==> src/rtl/adc_capture_pkg.sv <==
// adc_capture_pkg: shared types and constants for the ADC capture path.
// Holds the capture state enum, default parameters and the slot bit layout.
package adc_capture_pkg;

   typedef enum logic [1:0] {
      ST_IDLE,
      ST_FLUSH,
      ST_RUN
   } state_e;

   localparam int DEF_ADC_WIDTH        = 12;
   localparam int DEF_SLOT_WIDTH       = 16;
   localparam int DEF_SAMPLES_PER_WORD = 4;
   localparam int DEF_PIPE_DELAY       = 13;
   localparam int DEF_FIFO_DEPTH       = 4;

   // Sample sits at the bottom of a slot, OTR in the top bit.
   localparam int SLOT_SAMPLE_LSB = 0;

   function automatic int slot_otr_bit(input int slot_w);
      return slot_w - 1;
   endfunction

endpackage

==> src/rtl/adc_capture_fifo.sv <==
// adc_capture_fifo: synchronous word FIFO with fill count.
// Ports: clk_i, rst_ni, push_i/data_i, pop_i, data_o/valid_o (head), count_o, drop_o.
module adc_capture_fifo #(
   parameter int W     = 64,
   parameter int DEPTH = 4
) (
   input  logic                     clk_i,
   input  logic                     rst_ni,
   input  logic                     push_i,
   input  logic [W-1:0]             data_i,
   input  logic                     pop_i,
   output logic [W-1:0]             data_o,
   output logic                     valid_o,
   output logic [$clog2(DEPTH):0]   count_o,
   output logic                     drop_o
);

   localparam int AW = $clog2(DEPTH);
   localparam logic [AW:0] FULL = (AW+1)'(DEPTH);

   logic [W-1:0]  mem_q [DEPTH];
   logic [AW-1:0] wp_q, rp_q;
   logic [AW:0]   cnt_q, cnt_d;
   logic          full, do_pop, do_push;

   assign full    = (cnt_q == FULL);
   assign do_pop  = pop_i & (cnt_q != '0);
   // A pop in the same cycle frees the slot the push needs.
   assign do_push = push_i & (~full | do_pop);
   assign drop_o  = push_i & full & ~do_pop;

   assign data_o  = mem_q[rp_q];
   assign valid_o = (cnt_q != '0);
   assign count_o = cnt_q;

   always_comb begin
      cnt_d = cnt_q;
      case ({do_push, do_pop})
         2'b10:   cnt_d = cnt_q + 1'b1;
         2'b01:   cnt_d = cnt_q - 1'b1;
         default: cnt_d = cnt_q;
      endcase
   end

   always_ff @(posedge clk_i or negedge rst_ni) begin
      if (!rst_ni) begin
         wp_q  <= '0;
         rp_q  <= '0;
         cnt_q <= '0;
         for (int i = 0; i < DEPTH; i++) begin
            mem_q[i] <= '0;
         end
      end else begin
         if (do_push) begin
            mem_q[wp_q] <= data_i;
            wp_q        <= wp_q + 1'b1;
         end
         if (do_pop) begin
            rp_q <= rp_q + 1'b1;
         end
         cnt_q <= cnt_d;
      end
   end

endmodule

==> src/rtl/adc_capture.sv <==
// adc_capture: ADC edge detect, pipeline flush, decimation and word packing.
// Ports: clk_PSRAM/rst_n, clk_ADC/adc_out/adc_OTR, adc_enable/decim, word_* handshake,
// fill_level, sticky otr_seen/overflow. ADC_TEST_PATTERN_EN adds test_pattern input.
module adc_capture
   import adc_capture_pkg::*;
#(
   parameter int ADC_WIDTH        = DEF_ADC_WIDTH,
   parameter int SLOT_WIDTH       = DEF_SLOT_WIDTH,
   parameter int SAMPLES_PER_WORD = DEF_SAMPLES_PER_WORD,
   parameter int PIPE_DELAY       = DEF_PIPE_DELAY,
   parameter int FIFO_DEPTH       = DEF_FIFO_DEPTH
) (
   input  logic                                 clk_PSRAM,
   input  logic                                 rst_n,
   input  logic                                 clk_ADC,
   input  logic [ADC_WIDTH-1:0]                 adc_out,
   input  logic                                 adc_OTR,
   input  logic                                 adc_enable,
   input  logic [7:0]                           decim,
`ifdef ADC_TEST_PATTERN_EN
   input  logic                                 test_pattern,
`endif
   output logic [SLOT_WIDTH*SAMPLES_PER_WORD-1:0] word_data,
   output logic                                 word_valid,
   input  logic                                 word_ready,
   output logic [$clog2(FIFO_DEPTH):0]          fill_level,
   output logic                                 otr_seen,
   output logic                                 overflow
);

   localparam int WW  = SLOT_WIDTH * SAMPLES_PER_WORD;
   localparam int FLW = $clog2(PIPE_DELAY + 1);
   localparam int SIW = (SAMPLES_PER_WORD > 1) ? $clog2(SAMPLES_PER_WORD) : 1;
   localparam int OTR_BIT = slot_otr_bit(SLOT_WIDTH);
   localparam logic [FLW-1:0] FLUSH_LAST = FLW'(PIPE_DELAY - 1);
   localparam logic [SIW-1:0] SLOT_LAST  = SIW'(SAMPLES_PER_WORD - 1);

   logic           ck_s1_q, ck_s2_q, ck_prev_q, en_q;
   state_e         state_q, state_d;
   logic [FLW-1:0] flush_q, flush_d;
   logic [7:0]     dec_q, dec_d, decim_q, decim_d;
   logic [SIW-1:0] slot_q, slot_d;
   logic [WW-1:0]  word_q, word_d;
   logic           push_q, push_d;
   logic           otr_q, otr_d, ovf_q, ovf_d;
   logic           fe, en_rise, accept, fifo_drop, sotr;
   logic [ADC_WIDTH-1:0]  samp;
   logic [SLOT_WIDTH-1:0] slot_val;
`ifdef ADC_TEST_PATTERN_EN
   logic [ADC_WIDTH-1:0]  tp_q, tp_d;
`endif

   assign fe      = ck_prev_q & ~ck_s2_q;
   assign en_rise = adc_enable & ~en_q;

   always_comb begin
      state_d  = state_q;
      flush_d  = flush_q;
      dec_d    = dec_q;
      decim_d  = decim_q;
      slot_d   = slot_q;
      word_d   = word_q;
      push_d   = 1'b0;
      otr_d    = otr_q;
      ovf_d    = ovf_q | fifo_drop;
      accept   = 1'b0;
      slot_val = '0;
`ifdef ADC_TEST_PATTERN_EN
      tp_d     = tp_q;
      samp     = test_pattern ? tp_q : adc_out;
      sotr     = test_pattern ? 1'b0 : adc_OTR;
`else
      samp     = adc_out;
      sotr     = adc_OTR;
`endif
      if (!adc_enable) begin
         state_d = ST_IDLE;
      end else begin
         unique case (state_q)
            ST_IDLE: begin
               if (en_rise) begin
                  state_d = ST_FLUSH;
                  flush_d = '0;
                  dec_d   = '0;
                  slot_d  = '0;
                  decim_d = decim;
                  otr_d   = 1'b0;
                  ovf_d   = 1'b0;
`ifdef ADC_TEST_PATTERN_EN
                  tp_d    = '0;
`endif
               end
            end
            ST_FLUSH: begin
               if (fe) begin
                  if (flush_q == FLUSH_LAST) begin
                     state_d = ST_RUN;
                     flush_d = '0;
                  end else begin
                     flush_d = flush_q + 1'b1;
                  end
               end
            end
            ST_RUN: begin
               if (fe) begin
                  accept = (dec_q == '0);
                  dec_d  = (dec_q == decim_q) ? '0 : dec_q + 1'b1;
               end
            end
            default: state_d = ST_IDLE;
         endcase
      end
      if (accept) begin
         slot_val[SLOT_SAMPLE_LSB +: ADC_WIDTH] = samp;
         slot_val[OTR_BIT] = sotr;
         word_d[int'(slot_q)*SLOT_WIDTH +: SLOT_WIDTH] = slot_val;
         if (sotr) otr_d = 1'b1;
`ifdef ADC_TEST_PATTERN_EN
         tp_d = tp_q + 1'b1;
`endif
         // Word is handed to the FIFO one cycle after its last slot lands.
         if (slot_q == SLOT_LAST) begin
            slot_d = '0;
            push_d = 1'b1;
         end else begin
            slot_d = slot_q + 1'b1;
         end
      end
   end

   always_ff @(posedge clk_PSRAM or negedge rst_n) begin
      if (!rst_n) begin
         ck_s1_q   <= 1'b0;
         ck_s2_q   <= 1'b0;
         ck_prev_q <= 1'b0;
         en_q      <= 1'b0;
         state_q   <= ST_IDLE;
         flush_q   <= '0;
         dec_q     <= '0;
         decim_q   <= '0;
         slot_q    <= '0;
         word_q    <= '0;
         push_q    <= 1'b0;
         otr_q     <= 1'b0;
         ovf_q     <= 1'b0;
`ifdef ADC_TEST_PATTERN_EN
         tp_q      <= '0;
`endif
      end else begin
         ck_s1_q   <= clk_ADC;
         ck_s2_q   <= ck_s1_q;
         ck_prev_q <= ck_s2_q;
         en_q      <= adc_enable;
         state_q   <= state_d;
         flush_q   <= flush_d;
         dec_q     <= dec_d;
         decim_q   <= decim_d;
         slot_q    <= slot_d;
         word_q    <= word_d;
         push_q    <= push_d;
         otr_q     <= otr_d;
         ovf_q     <= ovf_d;
`ifdef ADC_TEST_PATTERN_EN
         tp_q      <= tp_d;
`endif
      end
   end

   adc_capture_fifo #(
      .W     (WW),
      .DEPTH (FIFO_DEPTH)
   ) u_fifo (
      .clk_i   (clk_PSRAM),
      .rst_ni  (rst_n),
      .push_i  (push_q),
      .data_i  (word_q),
      .pop_i   (word_ready),
      .data_o  (word_data),
      .valid_o (word_valid),
      .count_o (fill_level),
      .drop_o  (fifo_drop)
   );

   assign otr_seen = otr_q;
   assign overflow = ovf_q;

endmodule
==> config.mk <==
export PLATFORM = sky130hd
export DESIGN_NAME = adc_capture
export DESIGN_NICKNAME = d
export VERILOG_FILES = /design/src/rtl/adc_capture_pkg.sv /design/src/rtl/adc_capture_fifo.sv /design/src/rtl/adc_capture.sv
export SDC_FILE = /design/constraint.sdc
export NUM_CORES = 1
export LEC_CHECK = 0
export BUFFER_PORTS_ARGS = -buffer_cell sky130_fd_sc_hd__buf_4
export CORE_ASPECT_RATIO = 1.5
export CORE_MARGIN = 2
export CORE_UTILIZATION = 35
export DETAILED_ROUTE_END_ITERATION = 7
export SETUP_SLACK_MARGIN = 0.2
export SLEW_MARGIN = 20
export SYNTH_ARGS = -nofsm -noshare
export SYNTH_HDL_FRONTEND = slang
export SYNTH_HIERARCHICAL = 1
export SYNTH_SLANG_ARGS = --single-unit
==> constraint.sdc <==
create_clock -name clk_PSRAM -period 2.37 [get_ports clk_PSRAM]
set_clock_uncertainty 0.05 [all_clocks]
set_input_delay 0 -clock clk_PSRAM [delete_from_list [all_inputs] [get_ports clk_PSRAM]]
set_output_delay 0 -clock clk_PSRAM [all_outputs]
set_load 0.03 [all_outputs]
==> results of run 1 <==
-- cells in the final DEF (no fill, tap or decap), drive strengths merged, types with 2 or more instances in the layout --
cell / count
nand2b: 2
and2: 3
a21oi: 3
nand4: 2
or2b: 2
nor3b: 3
nor3: 4
xnor2: 11
clkbuf: 54
dlygate4sd3: 25
clkinvlp: 2
inv: 15
o31ai: 2
mux2: 266
dfrtp: 346
and3: 3
nand2: 126
nand3: 3
buf: 137
clkinv: 2
conb: 48
o21a: 2
mux4: 64
nor2: 12
a22o: 3
o21ai: 66
or2: 2
nor2b: 7
ha: 15
mux2i: 2
xor2: 3
-- area by class of cell --
type,instances,area share [%]
sequential,346,46.6
inverter,13,0.263
timing repair buffer,162,8.71
clock inverter,6,0.249
tap,576,3.88
clock buffer,54,5.65
multi-input combinational,667,34.6
-- timing repair --
action | in CTS | in global routing
endpoints found under the setup margin | 59 | 43
setup buffers | 4 | 1
pin swaps | 0 | 0
endpoints found under the hold margin | 410 | 0
gates cloned | 1 | 0
gates resized for setup | 16 | 4
hold buffers | 25 | 0
-- routing by layer --
layer | share of wire [%] | vias to the layer above | global-route usage, %
li1 | - | 4031 | -
met1 | 42 | 4651 | 19.2
met2 | 52 | 144 | 27.8
met3 | 3.5 | 59 | 2.72
met4 | 2.6 | 0 | 5.09
met5 | 0 | - | 0
-- registers in the layout, summed over array words and instances, names as in the netlist, 2 cells and up --
signal and cells:
u_fifo/wp_q 2, u_fifo/count_o 3, slot_q 2, u_fifo/mem_q 256, u_fifo/rp_q 2, flush_q 4
dec_q 8, decim_q 8, state_q 2, word_q 52
-- path summary, 6_finish.rpt --
path	cells past startpoint	end	from	slack (ps)
worst max-delay path	4	word_data[37]	u_fifo/rp_q[0]	190
worst min-delay path	2	u_fifo/count_o[0]	rst_n	-20
worst max register to register	6	word_q[20]	dec_q[4]	310
worst min register to register	0	ck_s2_q	ck_s1_q	300
max in group asynchronous	3	u_fifo/mem_q[234]	rst_n	1390
min in group clk_PSRAM	2	ck_s1_q	clk_ADC	70
-- stage by stage --
step	hold WS (ps)	area, µm²	worst slack, ps	utilization, %	power [mW]
after floorplan	-346	15600	195	-	7.89
after global placement	-3.92	17100	350	39.1	8.90
after detailed placement	-1.67	17100	319	39.1	8.91
after CTS	27.9	18600	127	42.5	14.6
after global routing	40.1	18600	127	42.6	15.0
final	-19.2	18600	195	42.6	14.4
-- where the power goes --
part	switching (mW)	internal, mW
logic	1.39	1.30
registers	0.235	6.07
clock network	2.30	3.06
-- worst max-delay path, cell delays in order (launching register included) --
cell,delay (ps)
dfrtp_4,540
buf_12,170
buf_16,140
mux4_2,560
buf_6,170
-- logic make-up (layout without fill, tap and decap cells) --
family	Yosys count	count (layout)	synth area share (%)
muxes	332	332	29.0
other	1	48	0.0244
adders and majority gates	16	16	1.35
AOI/OAI and AO/OA	80	80	3.53
xor gates and xnor gates	14	14	0.798
and+or+nand+nor	177	177	5.68
buffers and inverters	64	235	3.25
DFF	346	346	56.4
==> results.yml, run 1 <==
clock_tree:
  numCtsBuffers: 36
  worstSkewPairLatency_ps: 530
  clock_path_buffers: 3
  clk_pin_slew_ps: 60
  clockRootBuffer: "clkbuf_16"
  clock_sinks: 346
  tritoncts: "built"
  htree_num_levels: 2
logic_synthesis:
  synth.avg_cell_area_um2: 14.9
  synth.yosys.seq_area_share_pct: 56.4
  synth.ff_latch_count: 346
  synth_flop_cell: "dfrtp_1"
  synth_most_common_cell: "dfrtp_1"
  synth.top_cell.area_share_pct: 56.4
  async_reset_ff_share_pct: 100
  synth_area_leader_cell: "dfrtp_1"
  synth_edf_count: 0
  synth_common_cells: "346 x dfrtp_1, 266 x mux2_2, 122 x nand2_1"
  synth_warnings: 6
  ys_types: 52
  netlist_area_um2: 15400
  synth.area.top_cells: "dfrtp_1 56%, mux2_2 19%, mux4_2 9.4%, nand2_1 3.0%, buf_6 2.1%"
  postSynthCellCount: 1030
drt:
  drt-initial-drc-count: 408
  via_per_inst: 4.87
  ant_nets: 0
  wl_per_cell_um: 18.9
  drc: 0
  routed_wirelength_um: 34400
  vias: 8885
  dr.pass1.iters: 4
outcome:
  status: "finished, violations left"
  violations: "hold timing"
flow_run:
  drv_cap: 0
final_layout:
  final_cells: 1824
  seqCellArea_um2: 8670
  diodes: 0
  finalNetCount: 1268
  area_delta_synth_final_pct: 21.0
  num-fill-cells: 3947
  drive_above_1_share_pct: 46.0
  multi_input_area_um2: 6430
sta:
  period_minus_slack_ps: 2180
  timing.fmax_mhz: 460
  slew_headroom_pct: 56.1
  fin_hold_ws_ps: -19.2
  worst_pin_slew_ps: 659
  final_hold_viol_count: 6
  timing.final.crit_share_pct: 91.8
  finalSetupViolations: 0
  rsz0062_at_grt: "true"
  fin_setup_tns_ps: 0
  slew_viol_final: 0
placement:
  numPortBuffers: 95
  placed_cells: 1733
  place_congestion: 0.736
  dpl.hpwl_um: 22400
global_routing:
  grt_usage_pct: 15.6
  grt_max_degree: 76
  grt_pass1_wl_um: 55300
  grt_pass1_vias: 9682
  antenna_found_initial: 0
  grt_remaining_overflow: 0
power:
  leakagePower_nw: 8.60
  powerDensity_nw_per_um2: 772
  vdd_drop_max_v: 0.000540
floorplan:
  coreArea_um2: 43600
  rows: 94
  initial_core_util_pct: 35.2
  die_x_um: 175
  die-height_um: 261
  die-area_um2: 45600
  ioPinCount: 96
critical_path:
  required_ps: 2320
  critPathKind: "reg -> out"
  start_kind: "flop"
  cp.arrival_ps: 2130
  crit_path_end_kind: "output port"
  cp_max_fo: 6
worst_hold_path:
  hold_path.class: "in -> async"
No activity file was read; power rests on OpenSTA's default activity.
==> inputs of run 2 (changes only) <==
==> constraint.sdc (replaced) <==
create_clock -name clk_PSRAM -period 2.37 [get_ports clk_PSRAM]
set_clock_uncertainty 0.05 [all_clocks]
set_input_delay 0.237 -clock clk_PSRAM [delete_from_list [all_inputs] [get_ports clk_PSRAM]]
set_output_delay 0.237 -clock clk_PSRAM [all_outputs]
set_load 0.03 [all_outputs]
==> run 2 against run 1 <==
  * The run now ends clean
  * Combinational power is 18% higher
  * Final area is 1.0% higher
  * Maximum frequency is 7.1% lower
  * Total power rose by 2.7%
  * Sequential cell count unchanged
  * Routed wire length grew 0.88%
  * Critical path depth unchanged
  * Utilization increased by 0.43 points
  * Largest cell class unchanged
  * Largest power group unchanged
==> results.yml, run 2 (synthesis results as in run 1) <==
critical_path:
  crit_path_end_kind: "output port"
  r2r_end: "u_fifo/count_o[2]"
  required_ps: 2080
  ff2ff_setup_slack_ps: 310
  cp.arrival_ps: 2050
  cp-endpoint: "word_data[2]"
  startpoint: "u_fifo/rp_q[0]"
  reg2reg_depth: 8
  start_kind: "flop"
  r2r_start: "u_fifo/count_o[0]"
  cp_max_fo: 7
  critPathKind: "reg -> out"
floorplan:
  die_x_um: 175
  initial_core_util_pct: 35.2
  die-height_um: 261
  rows: 94
  ioPinCount: 96
  coreArea_um2: 43600
  die-area_um2: 45600
final_layout:
  finalNetCount: 1271
  drive_above_1_share_pct: 46.4
  diodes: 0
  final_util_pct: 43.0
  fin_area_um2: 18800
  reg.largest.list: "u_fifo/mem_q: 256 flops, word_q: 52 flops"
  area_delta_synth_final_pct: 22.2
  final_cells: 1830
  final_cell_mix: "341 x dfrtp_1, 266 x mux2_2, 122 x nand2_1"
  regMostFlops: "u_fifo/mem_q"
  final_common_cell: "dfrtp_1"
  largest_reg_flops: 256
drt:
  ant_nets: 0
  wl_per_cell_um: 19.0
  via_per_inst: 4.83
  drt-initial-drc-count: 341
  routed_wirelength_um: 34700
  drc: 0
  dr.pass1.iters: 6
  vias: 8834
global_routing:
  grt_usage_pct: 15.7
  antenna_found_initial: 0
  grt_pass1_wl_um: 55400
  grt_max_degree: 65
  grt_remaining_overflow: 0
  grt_pass1_vias: 9535
clock_tree:
  tritoncts: "built"
  clk_pin_slew_ps: 60
  clock_path_buffers: 3
  numCtsBuffers: 35
  worstSkewPairLatency_ps: 520
  clock_sinks: 346
  htree_num_levels: 2
  clockRootBuffer: "clkbuf_16"
sta:
  fin_setup_tns_ps: 0
  final_hold_viol_count: 0
  finalSetupViolations: 0
  slew_viol_final: 0
  timing.final.crit_share_pct: 98.8
  fin_hold_ws_ps: 168
  finalWorstSetupSlack_ps: 29.0
  rsz0062_at_grt: "true"
  period_minus_slack_ps: 2340
  timing.fmax_mhz: 427
placement:
  post-place-ws_ps: 294
  placed_cells: 1727
  numPortBuffers: 95
  dpl.hpwl_um: 22200
  place_congestion: 0.736
  place_area_um2: 17000
power:
  leakagePower_nw: 8.71
  vdd_drop_max_v: 0.000493
  p_total_mw: 14.7
  powerDensity_nw_per_um2: 785
flow_run:
  drv_cap: 0
outcome:
  status: "finished, final reports clean"
worst_hold_path:
  hold_path.class: "in -> reg"
## run 2: worst min-delay path by stage
stage                     from             end  cells after the start
floorplan                rst_n       ck_prev_q                      0
global placement         rst_n  u_fifo/wp_q[0]                      1
detailed placement       rst_n  u_fifo/wp_q[0]                      1
CTS                 word_ready  u_fifo/wp_q[0]                      4
global route        word_ready  u_fifo/rp_q[0]                      3
finish              word_ready  u_fifo/rp_q[0]                      3
## run 2: repair_timing
action                                 CTS  global route
gates cloned                             3             1
endpoints found under the hold margin  180             0
resized for setup                       40            12
setup buffers                            7             6
pin swaps                                0             1
hold buffers                            24             0
setup endpoints to repair               64            65
## run 2: worst max-delay path, stage by stage, from the launching register on
cell,delay [ps]
dfrtp_4,450
buf_12,180
buf_16,150
mux4_2,570
buf_6,170
## run 2: area by class of cell
| cell class | count | area [µm²] |
|---|---|---|
| fillers | 4004 | 24900 |
| clock buffers | 53 | 1050 |
| multi-input cells | 667 | 6420 |
| flip-flops and latches | 346 | 8670 |
| inverters | 13 | 48.8 |
| clock inverters | 9 | 48.8 |
| well taps | 576 | 721 |
| repair buffers | 166 | 1820 |
## run 2: power breakdown
part	switching, mW	internal (mW)
clock	2.28	3.05
combinational	1.56	1.61
sequential	0.173	6.07
## run 2: per-layer routing
metal	vias to the layer above	track usage, %	share of wire [%]
li1	4050	-	-
met1	4618	19.1	41
met2	120	28.8	53
met3	46	2.35	3.6
met4	0	4.61	2.4
met5	-	0	0
==> inputs of run 3 (changes only) <==
--- a/config.mk
+++ b/config.mk
@@ -10,6 +10,7 @@
 export CORE_MARGIN = 2
 export CORE_UTILIZATION = 35
 export DETAILED_ROUTE_END_ITERATION = 7
+export PLACE_DENSITY = 0.62
 export SETUP_SLACK_MARGIN = 0.2
 export SLEW_MARGIN = 20
 export SYNTH_ARGS = -nofsm -noshare
==> constraint.sdc (replaced) <==
create_clock -name clk_PSRAM -period 2.37 [get_ports clk_PSRAM]
set_clock_uncertainty 0.05 [all_clocks]
set_input_delay 0.237 -clock clk_PSRAM [delete_from_list [all_inputs] [get_ports clk_PSRAM]]
set_output_delay 0.237 -clock clk_PSRAM [all_outputs]
set_load 0.02 [all_outputs]
==> run 3 against run 2 <==
  * Sequential cell count did not move
  * Die area did not move
  * Combinational power fell by 4%
  * Cell count did not move
  * Worst setup slack got worse by 14 ps
  * Critical path type unchanged
  * Critical endpoint is now word_data[0]
==> results.yml, run 3 (synthesis results as in run 1) <==
flow_run:
  drv_cap: 0
clock_tree:
  tritoncts: "built"
  numCtsBuffers: 36
  clock_path_buffers: 3
  htree_num_levels: 2
  clock_sinks: 346
  worstSkewPairLatency_ps: 530
  clockRootBuffer: "clkbuf_16"
  clk_pin_slew_ps: 60
floorplan:
  die-area_um2: 45600
  ioPinCount: 96
  initial_core_util_pct: 35.2
  die-height_um: 261
  rows: 94
  die_x_um: 175
  coreArea_um2: 43600
power:
  powerDensity_nw_per_um2: 786
  leakagePower_nw: 8.73
  vdd_drop_max_v: 0.000486
  p_total_mw: 14.8
global_routing:
  grt_pass1_wl_um: 55900
  antenna_found_initial: 0
  grt_remaining_overflow: 0
  grt_max_degree: 75
  grt_pass1_vias: 9668
  grt_usage_pct: 15.8
critical_path:
  cp_max_fo: 6
  start_kind: "flop"
  max_stage_delay_ps: 580
  cpLargestDelayFamily: "multiplexers"
  path_cells: "buf_12 > buf_16 > mux4_2 > buf_6"
  crit_path_end_kind: "output port"
  critPathKind: "reg -> out"
  required_ps: 2080
  cp.arrival_ps: 2070
  cpMaxStageDelayCell: "mux4_2"
  critPathBufInv: 3
  ff2ff_setup_slack_ps: 330
sta:
  rsz0062_at_grt: "true"
  fin_hold_ws_ps: 124
  finalSetupViolations: 0
  fin_setup_tns_ps: 0
  timing.fmax_mhz: 425
  worst_pin_slew_ps: 637
  final_hold_viol_count: 0
  period_minus_slack_ps: 2350
  slew_viol_final: 0
  timing.final.crit_share_pct: 99.4
  slew_headroom_pct: 57.5
final_layout:
  regMostFlops: "u_fifo/mem_q"
  diodes: 0
  drive_above_1_share_pct: 46.3
  final_cell_mix: "343 x dfrtp_1, 266 x mux2_2, 122 x nand2_1"
  fin_area_um2: 18900
  final_common_cell: "dfrtp_1"
  finalNetCount: 1272
  largest_reg_flops: 256
  reg.largest.list: "u_fifo/mem_q: 256 flops, word_q: 52 flops"
  final_util_pct: 43.2
  area_delta_synth_final_pct: 22.8
drt:
  via_per_inst: 4.89
  wl_per_cell_um: 19.1
  routed_wirelength_um: 35000
  drc: 0
  vias: 8956
  ant_nets: 0
  drt-initial-drc-count: 389
  dr.pass1.iters: 4
worst_hold_path:
  hold_path.class: "in -> reg"
placement:
  place_congestion: 0.751
  dpl.hpwl_um: 22200
  numPortBuffers: 95
  place_area_um2: 17000
outcome:
  status: "finished, final reports clean"
run 3: changes by cell type in the layout (fill, tap and decap cells not counted), moves of 2 or more:
cell / previous run / this run
buf_4: 74 / 61
buf_6: 42 / 55
clkinv_2: 8 / 3
dfrtp_1: 341 / 343
dfrtp_2: 3 / 1
inv_6: 0 / 4
run 3: what timing repair did:
action                                 4_1_cts  5_1_grt
hold buffers                                24        0
setup buffers                                7        2
setup endpoints to repair                   64       65
pin swaps                                    0        1
endpoints found under the hold margin      129        0
cloned                                       3        1
resized for setup                           66        0
run 3: layer usage:
layer	up-vias	share of wire (%)	GRT usage [%]	routed length (µm)
met3	44	3.6	2.40	1270
met2	142	53	28.6	18600
met4	0	2.1	4.61	752
met5	-	0	0	0
li1	4056	-	-	-
met1	4714	41	19.6	14300
run 3: report_power, final:
group / internal [mW] / switching [mW]
Clock: 3.21 / 2.33
Sequential: 6.06 / 0.201
Combinational: 1.60 / 1.42
Total: 10.9 / 3.95
run 3: worst register-to-register path: cells and delay by family, from the launching register on:
kind	cells	cell delay, ps
buf+inv	1	260
simple gates	4	1080
flops	1	440
compound gates	1	80
run 3: worst paths after layout:
path,start,to,cells after the start
worst max-delay path,u_fifo/rp_q[0],word_data[0],4
worst min-delay path,word_ready,u_fifo/wp_q[0],4
worst max register to register,dec_q[4],word_q[16],6
worst min register to register,ck_s1_q,ck_s2_q,0
max in group asynchronous,rst_n,u_fifo/mem_q[218],3
min in group asynchronous,rst_n,u_fifo/count_o[2],2
run 3: layout make-up:
type | instances | area, µm²
Multi-Input combinational cell | 667 | 6420
Tap cell | 576 | 721
Clock buffer | 53 | 1060
Inverter | 13 | 48.8
Clock inverter | 9 | 88.8
Timing Repair Buffer | 166 | 1850
Fill cell | 3982 | 24800
Sequential cell | 346 | 8670
run 3: through the flow:
stage	std cells	worst slack, ps
finish	1830	15.4
global route	1830	-31.7
CTS	1827	-49.0
detailed placement	1731	280
global placement	1731	283
floorplan	1077	223
